--- config.mk ---
export PLATFORM = sky130hd
export DESIGN_NAME = uart_tx_core
export DESIGN_NICKNAME = d
export VERILOG_FILES = /design/src/rtl/uart_tx_core.sv
export SDC_FILE = /design/constraint.sdc
export NUM_CORES = 1
export LEC_CHECK = 0
export BUFFER_PORTS_ARGS = -buffer_cell sky130_fd_sc_hd__buf_2
export CAP_MARGIN = 20
export CORE_ASPECT_RATIO = 1.4
export CORE_UTILIZATION = 55
export CTS_BUF_LIST = sky130_fd_sc_hd__clkbuf_4 sky130_fd_sc_hd__clkbuf_8 sky130_fd_sc_hd__clkbuf_16
export CTS_CLUSTER_DIAMETER = 80
export DETAILED_ROUTE_END_ITERATION = 10
export GPL_ROUTABILITY_DRIVEN = 0
export HOLD_SLACK_MARGIN = 0.06
export PLACE_DENSITY = 0.73
export SYNTH_ARGS = -nofsm -noshare
export SYNTH_HDL_FRONTEND = slang
export SYNTH_SLANG_ARGS = --single-unit
--- constraint.sdc ---
create_clock -name clk -period 3.6 [get_ports clk]
set_clock_uncertainty 0.1 [all_clocks]
set_input_delay 0.18 -clock clk [delete_from_list [all_inputs] [get_ports clk]]
set_output_delay 0.18 -clock clk [all_outputs]
set_load 0.01 [all_outputs]
--- src/rtl/uart_tx_core.sv ---
// uart_tx_core: 8N1 UART transmitter driven by a level enable / busy handshake
module uart_tx_core #(
  parameter int BIT_RATE     = 9600,
  parameter int CLK_HZ       = 50_000_000,
  parameter int PAYLOAD_BITS = 8,
  parameter int STOP_BITS    = 1
) (
  input  logic                    clk,
  input  logic                    resetn,
  output logic                    uart_txd,
  output logic                    uart_tx_busy,
  input  logic                    uart_tx_en,
  input  logic [PAYLOAD_BITS-1:0] uart_tx_data
);
  localparam int CYCLES_PER_BIT = CLK_HZ / BIT_RATE;
  localparam int CW = $clog2(CYCLES_PER_BIT + 1);
  localparam int IW = PAYLOAD_BITS > 1 ? $clog2(PAYLOAD_BITS) : 1;
  localparam int SW = STOP_BITS > 1 ? $clog2(STOP_BITS) : 1;
  localparam logic [CW-1:0] CYC_LAST = CW'(CYCLES_PER_BIT - 1);
  localparam logic [IW-1:0] BIT_LAST = IW'(PAYLOAD_BITS - 1);
  localparam logic [SW-1:0] STP_LAST = SW'(STOP_BITS - 1);
  typedef enum logic [1:0] {IDLE, START, DATA, STOP} state_t;
  state_t                  state_q, state_d;
  logic [CW-1:0]           cyc_q, cyc_d;
  logic [IW-1:0]           bit_q, bit_d;
  logic [SW-1:0]           stp_q, stp_d;
  logic [PAYLOAD_BITS-1:0] shr_q, shr_d;
  logic                    txd_q, txd_d;
  logic                    busy_q, busy_d;
  logic                    bit_end;
  assign bit_end      = cyc_q == CYC_LAST;
  assign uart_txd     = txd_q;
  assign uart_tx_busy = busy_q;
  // Next state: txd/busy are computed one cycle ahead so both leave the core straight from flops
  always_comb begin
    state_d = state_q;
    cyc_d   = (state_q == IDLE || bit_end) ? '0 : cyc_q + 1'b1;
    bit_d   = bit_q;
    stp_d   = stp_q;
    shr_d   = shr_q;
    txd_d   = txd_q;
    busy_d  = busy_q;
    case (state_q)
      IDLE: if (uart_tx_en) begin
        state_d = START;
        shr_d   = uart_tx_data;
        txd_d   = 1'b0;
        busy_d  = 1'b1;
      end
      START: if (bit_end) begin
        state_d = DATA;
        bit_d   = '0;
        txd_d   = shr_q[0];
        shr_d   = shr_q >> 1;
      end
      DATA: if (bit_end) begin
        if (bit_q == BIT_LAST) begin
          state_d = STOP;
          bit_d   = '0;
          stp_d   = '0;
          txd_d   = 1'b1;
        end else begin
          bit_d = bit_q + 1'b1;
          txd_d = shr_q[0];
          shr_d = shr_q >> 1;
        end
      end
      STOP: if (bit_end) begin
        if (stp_q == STP_LAST) begin
          state_d = IDLE;
          stp_d   = '0;
          busy_d  = 1'b0;
        end else begin
          stp_d = stp_q + 1'b1;
        end
      end
      default: state_d = IDLE;
    endcase
  end
  // State and output registers; reset forces the line high immediately, aborting any frame
  always_ff @(posedge clk or negedge resetn) begin
    if (!resetn) begin
      state_q <= IDLE;
      cyc_q   <= '0;
      bit_q   <= '0;
      stp_q   <= '0;
      shr_q   <= '0;
      txd_q   <= 1'b1;
      busy_q  <= 1'b0;
    end else begin
      state_q <= state_d;
      cyc_q   <= cyc_d;
      bit_q   <= bit_d;
      stp_q   <= stp_d;
      shr_q   <= shr_d;
      txd_q   <= txd_d;
      busy_q  <= busy_d;
    end
  end
endmodule

# After elaboration in Yosys (flattened, before gate mapping)
# Cells that the tools add are included.
# classes
eq_ne	12
add_sub_neg	3
reduce_logical	12
mux	31
# op_table
op	count
$mux 8	4
$pmux 8 s3	1
$ne 2x2->1 const B	7
$add 13x1->13 const B	1
$eq 13x13->1 const B	1
$mux 13	1
$mux 2	6
$reduce_and 4->1	3
$mux 1	11
$mux 3	3
$pmux 2 s4	1
$pmux 3 s2	1
$reduce_and 6->1	1
$reduce_bool 2->1	3
$reduce_and 5->1	1
$eq 2x2->1 const B	2
$pmux 1 s2	2
$add 3x1->3 const B	1
$eq 3x3->1 const B	1
$pmux 1 s3	1
$reduce_and 3->1	1
$reduce_bool 3->1	1
$eq 2x1->1 const B	1
$logic_not 2->1	1
2 further kinds	2
# totals
in_bits	11
ff_bits	29
out_inout_bits	2

# Depth between registers and ports, before layout
# depth
depth_word	4
ltp_mapped	7
ltp_nobuf	6

# Least setup slack after synthesis
# No wires, ideal clock.
# synth_timing
path_type	register to register
start	register cyc_q[5]
end	register shr_q[0]
n_path_buf	2
required_ps	3375
path_stages_with_launch	7
slack_ps	1620
setup_ps	125
arrival_ps	1755
path_cell_list	dfrtp_1 buf_6 nor4b_4 nand3_2 a221o_1 buf_6 mux2_4
# synth_via
elab_chain_len	3
elab_cells_between_ends	4
cone_classes	eq/ne: 3; reduce/logical: 1
# synth_rtl
element	line	rtl
from (decl)	24	logic [CW-1:0] cyc_q, cyc_d;
from (signal assigned)	92	cyc_q <= cyc_d;
$eq 13x13->1 (*)	31	assign bit_end = cyc_q == CYC_LAST;
$ne 2x2->1 (no line)	--	
$reduce_and 5->1 (no line) (*)	--	
to (signal assigned)	95	shr_q <= shr_d;
to (decl)	27	logic [PAYLOAD_BITS-1:0] shr_q, shr_d;
# Mark *: on every way between the ends. The rest lies on a longest branch, timed or not.
# A chain may end at the register's enable or synchronous reset.

# Final worst setup path
# layout_timing
start	register cyc_q[0]
end	register shr_q[5]
# Same word-level chain as after synthesis.

==> out/results.ini <==
[power]
switchingPower_w=0.0001005
p_total_w=0.0005459
clkPwrFrac_pct=36.8
p_sw_share_pct=18.42
intPower_w=0.0004453
pwr_density_cell_nw_per_um2=319.4
leakage_nw=0.8175
p_seq_share_pct=59.0
ir_drop_mv=0.1973
power_frac_comb_pct=4.3

[global_route]
use_met1_pct=27.19
antenna_found_initial=0
grt_use_total_pct=21.57
top_usage_layer=met2
grt_pass1_wl_um=4767
grt_pass1_vias=1091
grt_overflow_total=0
use_met2_pct=35.59
grt_max_degree=29
use_met3_pct=2.473

[layout]
drive_above_1_share_pct=26.35
num_antenna_cells=0
num-nets-final=169
areaGrowthSynthToFinish_pct=8.758

[yosys]
synth_nets=155
synth_edf_count=0
netlist_area_um2=1572
async_flop_share_pct=100.0
synth_cell_types=36
yosys_warnings=0
ys_seq_area_share_pct=44.67
synth-seq-cells=28
synth-main-ff-cell=dfrtp_1
avgSynthCellArea_um2=11.64
synthCells=135

[clock_network]
h-tree-depth=1
clk_pin_slew_ns=0.14
clock_path_buffers=2
clock_latency_ns=0.32
cts_tree=yes
clock-sinks=28
cts-root-buf=clkbuf_4
cts_setup_buffers=0
cts_made_buffers=3

[floorplan]
die_y_um=65.25
row_count=22
design.die.area_um2=3078
io_pins=13
core_um2=2670
die_width_um=47.18
initial_core_util_pct=58.86

[setup_path]
rr_worst_depth=5
rr_endpoint=shr_q[5]
startpoint_type=register
path_max_fanout=8
crit_chain=ha_1 > and4_1 > nand3_2 > a221o_1 > mux2_4
startpoint=cyc_q[0]
endpoint_kind=register
cp.arrival_ns=2.42
slowest_delay_ns=0.59
crit_end=shr_q[5]
slowest_stage=a221o_1
rrSetupSlack_ns=1.31
worst-setup-path-type=reg2reg
required_ns=3.73
reg2reg_from=cyc_q[0]

[timing]
timing.final.ws_setup_ns=1.311
rsz0062_at_grt=no
setup_viol=0
finalMaxSlewViolations=0
hold_viol_final=0
fin_crit_sh_pct=63.59
tightest_slew_ns=0.6082
max_freq_ghz=0.4368
maxSlewHeadroom_pct=59.45
tns_ns=0
period_needed_ns=2.289

[drt]
wirelength_um=2745
via_per_inst=5.630
routedWlPerCell_um=14.92
vias=1036
drt_iter0_markers=32
drc=0
firstDrtPassIters=4
ant_nets=0

[place]
detailedPlace.worstSlack_ns=1.343
hpwl_um=2036
port_buffers=12

[run_status]
status=finished clean

[job]
cap_violations=0

[min_path]
hp-class=in2reg
hp-start=uart_tx_en

[cell type report]
class                      instances  area (um2)
clock buffer                       3       22.52
inverter                           5       18.77
timing repair buffer              13       70.07
fill                             227       960.9
sequential                        28       701.9
clock inverter                     1       30.03
multi-input combinational         98       820.8
tap                               36       45.04
[routing by layer]
metal  vias to the layer above  part of all wire (%)
met5                         -                     0
met3                         7                   1.6
met4                         0                   2.2
met2                        18                    53
met1                       506                    44
li1                        505                     -
[worst max-delay path, delay by kind of cell, from the launching register on]
family | cells | cell delay, ns
flops | 1 | 0.42
mux | 1 | 0.37
fa+ha+maj | 1 | 0.26
simple gates | 2 | 0.45
compound gates | 1 | 0.59
[logic make-up (layout without fill, tap and decap cells)]
logic type / Yosys count / count (layout) / share of synthesized area, %
simple gates: 47 / 47 / 18.47
flops: 28 / 28 / 44.67
mux: 17 / 17 / 14.09
compound gates: 14 / 14 / 6.369
xor+xnor: 11 / 11 / 6.130
fa+ha+maj: 9 / 9 / 7.166
buf+inv: 9 / 22 / 3.105
[worst min path at each step]
stage	endpoint	slack (ns)	depth (start not counted)
floorplan	bit_q[0]	-0.22	0
global placement	cyc_q[7]	0.12	1
detailed placement	cyc_q[9]	0.13	1
CTS	shr_q[4]	0.09	3
global route	shr_q[3]	0.08	3
finish	uart_tx_busy	0.09	3
[flip-flops by register name (all words and copies together), names as in the netlist]
name          cells
bit_q             3
cyc_q            13
shr_q             8
state_q           2
uart_tx_busy      1
uart_txd          1
[placed cells by master, fill, tap and decap left out, types with 2 or more instances in the layout]
| cell type | count |
|---|---|
| clkbuf_4 | 3 |
| xnor2_1 | 6 |
| nor4b_4 | 2 |
| o21ai_0 | 3 |
| mux2_4 | 8 |
| nor3_1 | 2 |
| dfrtp_1 | 27 |
| inv_1 | 5 |
| and4_1 | 3 |
| ha_1 | 9 |
| nor2b_1 | 2 |
| xor2_1 | 5 |
| and3_1 | 2 |
| mux2_2 | 9 |
| a21oi_1 | 3 |
| nand3_1 | 3 |
| or2_2 | 2 |
| nand2_1 | 4 |
| nand4_1 | 6 |
| nor2_1 | 15 |
| a21boi_0 | 2 |
| buf_2 | 12 |
[cells in the mapped netlist, types with 2 or more instances]
cell type / instances / area, um2
and3_1: 2 / 12.51
nor2_1: 15 / 56.30
or2_2: 2 / 12.51
xor2_1: 5 / 43.79
xnor2_1: 6 / 52.55
o21ai_0: 3 / 15.01
nand2_1: 4 / 15.01
ha_1: 9 / 112.6
a21boi_0: 2 / 15.01
mux2_2: 9 / 101.4
buf_6: 2 / 22.52
dfrtp_1: 27 / 675.7
mux2_4: 8 / 120.1
nand3_1: 3 / 15.01
inv_1: 5 / 18.77
nand4_1: 6 / 37.54
and4_1: 3 / 26.28
a21oi_1: 3 / 15.01
nor3_1: 2 / 10.01
nor2b_1: 2 / 12.51
nor4b_4: 2 / 47.55
[power groups by stage]
| stage | logic (W) | clock network, W | registers, W |
|---|---|---|---|
| finish | 0.0000232 | 0.000201 | 0.000322 |
| global route | 0.0000261 | 0.000219 | 0.000323 |
| CTS | 0.0000239 | 0.000208 | 0.000322 |
| detailed placement | 0.0000232 | 0 | 0.000327 |
| global placement | 0.0000220 | 0 | 0.000328 |
| floorplan | 0.0000107 | 0 | 0.000327 |
[repair_timing]
action	CTS	global route
setup endpoints to repair	0	0
hold buffers	1	0
gates resized for setup	0	0
endpoints found under the hold margin	27	0
[through the flow]
step	cells	util [%]	area, um2	hold slack, ns
floorplan	135	-	1572	-0.2156
CTS	184	64.01	1709	0.08700
global route	184	64.01	1709	0.07971
detailed placement	179	61.67	1647	0.1298
global placement	179	61.67	1647	0.1160
finish	184	64.01	1709	0.09145
No activity file was read; power rests on OpenSTA's default activity.
